<file path="config.mk">
export PLATFORM = sky130hd
export DESIGN_NAME = seg_display_ctrl_flat
export DESIGN_NICKNAME = d
export VERILOG_FILES = /design/src/rtl/seg_display_ctrl_if.sv /design/src/rtl/seg_display_ctrl.sv /design/src/flat_wrapper.sv
export SDC_FILE = /design/constraint.sdc
export NUM_CORES = 1
export LEC_CHECK = 0
export BUFFER_PORTS_ARGS = -buffer_cell sky130_fd_sc_hd__buf_2
export CAP_MARGIN = 20
export CORE_UTILIZATION = 50
export DETAILED_ROUTE_END_ITERATION = 8
export PLACE_DENSITY = 0.8
export SETUP_SLACK_MARGIN = 0.4
export SYNTH_ARGS = -nofsm -noshare
export SYNTH_HDL_FRONTEND = slang
export SYNTH_SLANG_ARGS = --single-unit
</file>
<file path="constraint.sdc">
create_clock -name clk -period 4.1 [get_ports clk]
set_input_delay 0.205 -clock clk [delete_from_list [all_inputs] [get_ports clk]]
set_output_delay 0.205 -clock clk [all_outputs]
set_load 0.01 [all_outputs]
</file>
<file path="src/rtl/seg_display_ctrl_if.sv">
// seg_display_ctrl_if: load request and scanned 7-segment outputs of seg_display_ctrl
interface seg_display_ctrl_if #(
    parameter int NUM_DIGITS = 8,
    parameter int DATA_W     = 32
);
    logic                  load;
    logic [DATA_W-1:0]     data;
    logic                  dec_mode;
    logic                  blank_lz;
    logic [NUM_DIGITS-1:0] dp_mask;
    logic [NUM_DIGITS-1:0] blink_mask;
    logic                  busy;
    logic                  ovf;
    logic [NUM_DIGITS-1:0] digit_en;
    logic [7:0]            sseg0;
    logic [7:0]            sseg1;
    modport master (
        output load, data, dec_mode, blank_lz, dp_mask, blink_mask,
        input  busy, ovf, digit_en, sseg0, sseg1
    );
    modport slave (
        input  load, data, dec_mode, blank_lz, dp_mask, blink_mask,
        output busy, ovf, digit_en, sseg0, sseg1
    );
endinterface

</file>
<file path="src/rtl/seg_display_ctrl.sv">
// seg_display_ctrl: multiplexed 7-segment scanner showing a hex or decimal value;
// decimal values are converted serially by double-dabble, one bit per cycle.
module seg_display_ctrl #(
    parameter int NUM_DIGITS  = 8,
    parameter int DATA_W      = 32,
    parameter int SCAN_DIV    = 50000,
    parameter int BLINK_TICKS = 256
) (
    input logic clk,
    input logic rst,
    seg_display_ctrl_if.slave bus
);
    localparam int W  = 4 * NUM_DIGITS;
    localparam int SW = NUM_DIGITS > 1 ? $clog2(NUM_DIGITS) : 1;
    localparam int CW = $clog2(SCAN_DIV);
    localparam int BW = BLINK_TICKS > 1 ? $clog2(BLINK_TICKS) : 1;
    localparam int KW = $clog2(DATA_W);

    logic [W-1:0]          disp, bcd, bcd_adj, bcd_next;
    logic [DATA_W-1:0]     sh;
    logic [KW-1:0]         step;
    logic [CW-1:0]         cnt;
    logic [SW-1:0]         sel;
    logic [BW-1:0]         bcnt;
    logic [NUM_DIGITS-1:0] digit_en;
    logic [7:0]            sseg0, sseg1, pat;
    logic [6:0]            glyph;
    logic [3:0]            nib;
    logic                  disp_dec, busy, ovf, ovf_acc, carry, phase, tick, blank, hi;

    assign bus.busy     = busy;
    assign bus.ovf      = ovf;
    assign bus.digit_en = digit_en;
    assign bus.sseg0    = sseg0;
    assign bus.sseg1    = sseg1;

    // add-3 on every BCD digit >= 5, then shift the next binary bit in
    always_comb begin
        bcd_adj = bcd;
        for (int i = 0; i < NUM_DIGITS; i++)
            bcd_adj[4*i +: 4] = bcd[4*i +: 4] >= 4'd5 ? bcd[4*i +: 4] + 4'd3 : bcd[4*i +: 4];
        {carry, bcd_next} = {bcd_adj, sh[DATA_W-1]};
    end

    always_ff @(posedge clk or posedge rst)
        if (rst) begin
            busy     <= 1'b0;
            ovf      <= 1'b0;
            ovf_acc  <= 1'b0;
            disp     <= '0;
            disp_dec <= 1'b0;
            bcd      <= '0;
            sh       <= '0;
            step     <= '0;
        end else if (busy) begin
            bcd     <= bcd_next;
            sh      <= sh << 1;
            step    <= step + 1'b1;
            ovf_acc <= ovf_acc | carry;
            if (step == KW'(DATA_W - 1)) begin
                busy     <= 1'b0;
                disp     <= bcd_next;
                disp_dec <= 1'b1;
                ovf      <= ovf_acc | carry;
            end
        end else if (bus.load) begin
            if (bus.dec_mode) begin
                busy    <= 1'b1;
                sh      <= bus.data;
                bcd     <= '0;
                step    <= '0;
                ovf_acc <= 1'b0;
            end else begin
                disp     <= W'(bus.data);
                disp_dec <= 1'b0;
                ovf      <= 1'b0;
            end
        end

    assign tick = cnt == CW'(SCAN_DIV - 1);

    always_ff @(posedge clk or posedge rst)
        if (rst) begin
            cnt   <= '0;
            sel   <= '0;
            bcnt  <= '0;
            phase <= 1'b0;
        end else begin
            cnt <= tick ? '0 : cnt + 1'b1;
            if (tick) begin
                sel   <= sel == SW'(NUM_DIGITS - 1) ? '0 : sel + 1'b1;
                bcnt  <= bcnt == BW'(BLINK_TICKS - 1) ? '0 : bcnt + 1'b1;
                phase <= bcnt == BW'(BLINK_TICKS - 1) ? ~phase : phase;
            end
        end

    always_comb begin
        nib = disp[4*sel +: 4];
        case (nib)
            4'h0: glyph = 7'b1111110;
            4'h1: glyph = 7'b0110000;
            4'h2: glyph = 7'b1101101;
            4'h3: glyph = 7'b1111001;
            4'h4: glyph = 7'b0110011;
            4'h5: glyph = 7'b1011011;
            4'h6: glyph = 7'b1011111;
            4'h7: glyph = 7'b1110000;
            4'h8: glyph = 7'b1111111;
            4'h9: glyph = 7'b1111011;
            4'hA: glyph = 7'b1110111;
            4'hB: glyph = 7'b0011111;
            4'hC: glyph = 7'b1001110;
            4'hD: glyph = 7'b0111101;
            4'hE: glyph = 7'b1001111;
            default: glyph = 7'b1000111;
        endcase
        // a digit is a leading zero when it and every digit above it are zero
        blank = disp_dec && bus.blank_lz && sel != '0 && (disp >> (4*sel)) == '0;
        pat   = (phase && bus.blink_mask[sel]) ? 8'h00 : {blank ? 7'h00 : glyph, bus.dp_mask[sel]};
        hi    = int'(sel) >= 4;
    end

    always_ff @(posedge clk or posedge rst)
        if (rst) begin
            digit_en <= '0;
            sseg0    <= 8'h00;
            sseg1    <= 8'h00;
        end else begin
            digit_en <= NUM_DIGITS'(1) << sel;
            sseg0    <= hi ? 8'h00 : pat;
            sseg1    <= hi ? pat : 8'h00;
        end
endmodule

</file>
<file path="src/flat_wrapper.sv">
// flat-port wrapper written by rule: the top's interface ports become plain ports
module seg_display_ctrl_flat 
#(
    parameter int NUM_DIGITS  = 8,
    parameter int DATA_W      = 32,
    parameter int SCAN_DIV    = 50000,
    parameter int BLINK_TICKS = 256
)
  (clk, rst, bus_load, bus_data, bus_dec_mode, bus_blank_lz, bus_dp_mask, bus_blink_mask, bus_busy, bus_ovf, bus_digit_en, bus_sseg0, bus_sseg1);
  seg_display_ctrl_if #(.NUM_DIGITS(NUM_DIGITS), .DATA_W(DATA_W)) bus_i ();
  input logic clk;
  input logic rst;
  input wire logic [$bits(bus_i.load)-1:0] bus_load;
  input wire logic [$bits(bus_i.data)-1:0] bus_data;
  input wire logic [$bits(bus_i.dec_mode)-1:0] bus_dec_mode;
  input wire logic [$bits(bus_i.blank_lz)-1:0] bus_blank_lz;
  input wire logic [$bits(bus_i.dp_mask)-1:0] bus_dp_mask;
  input wire logic [$bits(bus_i.blink_mask)-1:0] bus_blink_mask;
  output wire logic [$bits(bus_i.busy)-1:0] bus_busy;
  output wire logic [$bits(bus_i.ovf)-1:0] bus_ovf;
  output wire logic [$bits(bus_i.digit_en)-1:0] bus_digit_en;
  output wire logic [$bits(bus_i.sseg0)-1:0] bus_sseg0;
  output wire logic [$bits(bus_i.sseg1)-1:0] bus_sseg1;
  assign bus_i.load = bus_load;
  assign bus_i.data = bus_data;
  assign bus_i.dec_mode = bus_dec_mode;
  assign bus_i.blank_lz = bus_blank_lz;
  assign bus_i.dp_mask = bus_dp_mask;
  assign bus_i.blink_mask = bus_blink_mask;
  assign bus_busy = bus_i.busy;
  assign bus_ovf = bus_i.ovf;
  assign bus_digit_en = bus_i.digit_en;
  assign bus_sseg0 = bus_i.sseg0;
  assign bus_sseg1 = bus_i.sseg1;
  seg_display_ctrl #(.NUM_DIGITS(NUM_DIGITS), .DATA_W(DATA_W), .SCAN_DIV(SCAN_DIV), .BLINK_TICKS(BLINK_TICKS)) u_core (.clk(clk), .rst(rst), .bus(bus_i));
endmodule
</file>
==> parameters.txt <==
Parameter                              Value

Power
  Leak ... 4.632 nW
  Power per standard cell area ... 713.6 nW/um^2
  Worst supply voltage drop on vdd ... 0.3905 mV

STA
  Worst slew margin relative to its limit ... 48.04%
  Hold_ws ... 34.82 ps
  Final critical delay including setup and external delays ... 3387 ps
  Max-slew violation total from the final report ... 0
  Setup TNS Final ... 0 ps
  Worst-case setup margin in the final layout ... 713.4 ps
  Post-route clock period utilization ... 82.60%
  Worst-Margin Slew ... 771.0 ps
  Setup-violating endpoint count in the final report ... 0
  Number of failing hold endpoints at the final stage ... 0
  Clock Skews ... 7.443 ps
  Unrepaired setup endpoints after global routing ... false
  Maximum clock frequency ... 295.3 MHz

Min path
  Instance count along the most critical hold path ... 3
  Hold path startpoint ... bus_data[0]
  Worst Hold Path EP ... u_core.sh[0]
  Type of the tightest min-delay check ... in -> reg

Floorplan
  IO Count ... 79
  Initial standard-cell utilization of the core ... 51.47%
  Core footprint ... 16000 um^2
  Die outline area ... 16990 um^2
  Chip Height ... 130.3 um
  Die Wd ... 130.3 um
  Number of placement rows ... 46

Synth
  Synth top area cells ... dfrtp_1 (48%), mux2i_1 (7.3%), o21ai_0 (5.6%), nand2_1 (5.4%), ha_1 (4.9%)
  Flip-flop cell with the highest count after synthesis ... dfrtp_1
  Portion of synthesized cell area occupied by the leading cell type ... 47.71%
  Async set-or-reset flop fraction in the synthesized netlist ... 100.0%
  Count of flip-flops with a built-in enable after synthesis ... 0
  Number of warnings issued by yosys ... 0
  Flop and latch count out of synthesis ... 157
  Syn Inst Count ... 810
  Yosys top cell by area ... dfrtp_1
  Mean cell area of the mapped netlist ... 10.17 um^2
  Register area share after synthesis ... 47.71%
  Distinct cell type count of the synthesized netlist ... 51
  Area of the mapped netlist ... 8235 um^2
  Syn_nets ... 895

Place
  Gp weighted congestion ... 0.9132
  Quantity of I/O buffers inserted on ports ... 78
  Detailed placer's ending HPWL ... 12.47 mm
  Setup slack at placement ... 825.2 ps
  Placed Instance Area ... 8813 um^2

Critical path
  Startpoint of the worst register-to-register path ... u_core.sel[0]
  Source of the critical timing path ... u_core.sel[0]
  Path depth of the worst reg2reg path ... 7
  Maximum fanout along the worst path ... 14
  Kind of start point of the critical path ... flip-flop
  Setup slack of the most critical reg-to-reg path ... 710 ps
  Crit path cell chain ... mux4_2, mux2i_4, ha_1, nand3_1, a2111o_1, o41ai_2, nor2_1
  Endpoint of the most critical register-to-register path ... u_core.bus.sseg1[2]
  Crit-path max cell delay ... 740 ps
  Critical path required time ... 4370 ps
  Slowest cell on the critical path ... o41ai_2
  Arrival @ worst endpoint ... 3660 ps
  Crit. End Element ... flip-flop
  Start-to-end type of the worst setup path ... reg -> reg

Detailed routing
  Count of nets left with antenna violations after detail routing ... 0
  Total number of vias ... 6323
  Post-route DRC violation count ... 0
  Wire length per cell ... 16.79 um
  Initial drt markers ... 466
  Per-cell via count in the routed design ... 5.722
  Final WL ... 18.56 mm
  Number of search-and-repair iterations in the first detailed-routing pass ... 5

Finish
  Diodes inserted ... 0
  Fraction of layout instances using a drive strength above 1 ... 15.75%
  Final standard cell area without fillers ... 9403 um^2
  Final Net Count ... 962
  Area grow syn2layout ... 14.18%
  # fillers ... 1361

CTS
  Maximum clock insertion buffer count ... 2
  Clock latency reported for the late side of the worst-skew pair ... 430 ps
  H-Tree Level Count ... 4
  Post-CTS repair timing setup buffer count ... 0
  Clk pin slew, worst setup/hold paths ... 60 ps
  Master cell of the clock root buffer ... clkbuf_16
  Clock net sink count ... 157
  TritonCTS clock tree ... built
  Number of buffers created by CTS ... 17

Global route
  Largest net degree at the start of global routing ... 85
  Global-route wire length before repair ... 30.84 mm
  Vias in the first global route ... 6081
  Leftover overflow at the end of global routing ... 0
  Combined global-route utilization of all metal layers ... 23.46%
  Antenna violations before repair ... 0

Run
  Maxcap violations ... 0

Outcome
  Result of the run ... completed
layer usage:
layer | up-vias | track usage, % | share of wire (%)
met2 | 208 | 37.83 | 48
met4 | 0 | 6.085 | 1.3
met1 | 3082 | 32.25 | 46
met3 | 28 | 4.961 | 5.2
met5 | - | 0 | 0
li1 | 3005 | - | -
Yosys cell counts, drive strengths merged, types with 11 or more instances:
library cell	instances
mux2i	61
nand2b	17
ha	32
dfrtp	157
a21o	33
xor2	12
buf	15
mux4	11
and3	14
a21oi	28
o21ai	92
nand3	16
xnor2	24
nand2	119
nor2	28
inv	25
clkbuf	26
a211oi	25
power breakdown:
group,internal (W),switching [W],total (W)
sequential,0.00204,0.000556,0.00260
combinational,0.00117,0.00136,0.00253
clock,0.000952,0.000633,0.00158
total,0.00416,0.00255,0.00671
critical path: cells and delay by family, from the launching register on:
family	cells	cell delay (ps)
mux	2	930
simple gates	2	200
compound gates	2	1130
flops	1	730
fa+ha+maj	1	240
worst max path at each step:
stage	end	slack (ps)	depth (start not counted)
after floorplan	u_core.bus.sseg1[7]	1230	8
after global placement	u_core.bus.sseg1[7]	870	7
after detailed placement	u_core.bus.sseg1[7]	830	7
after CTS	u_core.bus.sseg1[2]	690	7
after global routing	u_core.bus.sseg1[2]	520	7
final	u_core.bus.sseg1[2]	710	7
flip-flops by register name, summed over array words and instances, names as in the netlist:
name / flops
u_core.bcd: 32
u_core.bcnt: 8
u_core.bus.busy: 1
u_core.bus.digit_en: 8
u_core.bus.ovf: 1
u_core.bus.sseg0: 8
u_core.bus.sseg1: 8
u_core.cnt: 16
u_core.disp: 32
u_core.disp_dec: 1
u_core.ovf_acc: 1
u_core.phase: 1
u_core.sel: 3
u_core.sh: 32
u_core.step: 5
placed cells by master (no fill, tap or decap), types with 4 or more instances in the layout:
| cell type | synthesis | final |
|---|---|---|
| dfrtp_1 | 157 | 156 |
| nand2_1 | 119 | 118 |
| o21ai_0 | 92 | 92 |
| buf_2 | 6 | 78 |
| mux2i_1 | 60 | 60 |
| a21o_1 | 33 | 33 |
| ha_1 | 32 | 32 |
| nor2_1 | 28 | 28 |
| a21oi_1 | 28 | 26 |
| xnor2_1 | 24 | 24 |
| a211oi_1 | 24 | 24 |
| inv_1 | 23 | 22 |
| nand2b_1 | 17 | 17 |
| clkbuf_16 | 0 | 17 |
| nand3_1 | 16 | 16 |
| and3_1 | 14 | 14 |
| xor2_1 | 12 | 12 |
| mux4_2 | 11 | 11 |
| a22o_1 | 10 | 10 |
| buf_4 | 0 | 9 |
| nor3_1 | 7 | 7 |
| nor4_1 | 7 | 7 |
| o31ai_1 | 6 | 6 |
| and2_1 | 6 | 6 |
| nand4_1 | 5 | 5 |
| clkinv_2 | 0 | 4 |
what timing repair did:
item	CTS	global route
endpoints found under the hold margin	26	0
endpoints found under the setup margin	0	0
resized for setup	0	0
hold buffers	1	0
final cells by class:
class | instances | area, um^2 | area share, %
multi-input cells | 586 | 4031 | 42.87
flip-flops and latches | 157 | 3933 | 41.82
repair buffers | 89 | 488.0 | 5.190
clock buffers | 20 | 436.7 | 4.644
well taps | 216 | 270.3 | 2.874
clock inverters | 11 | 142.6 | 1.517
inverters | 26 | 101.3 | 1.078
cells by family (layout without fill, tap and decap cells):
group	count (synthesis)	count (layout)	synth area share, %
buf+inv	67	146	3.555
compound gates	212	212	16.09
flops	157	157	47.71
xor+xnor	36	36	3.829
simple gates	234	234	13.38
mux	72	72	10.57
fa+ha+maj	32	32	4.862
stage by stage:
| step | cells | util (%) | power [W] |
|---|---|---|---|
| floorplan | 810 | - | 0.004415 |
| global placement | 1073 | 55.08 | 0.004979 |
| detailed placement | 1073 | 55.08 | 0.005090 |
| CTS | 1105 | 58.77 | 0.006718 |
| global route | 1105 | 58.77 | 0.007174 |
| finish | 1105 | 58.77 | 0.006710 |
Power figures use the tool's default switching activity.
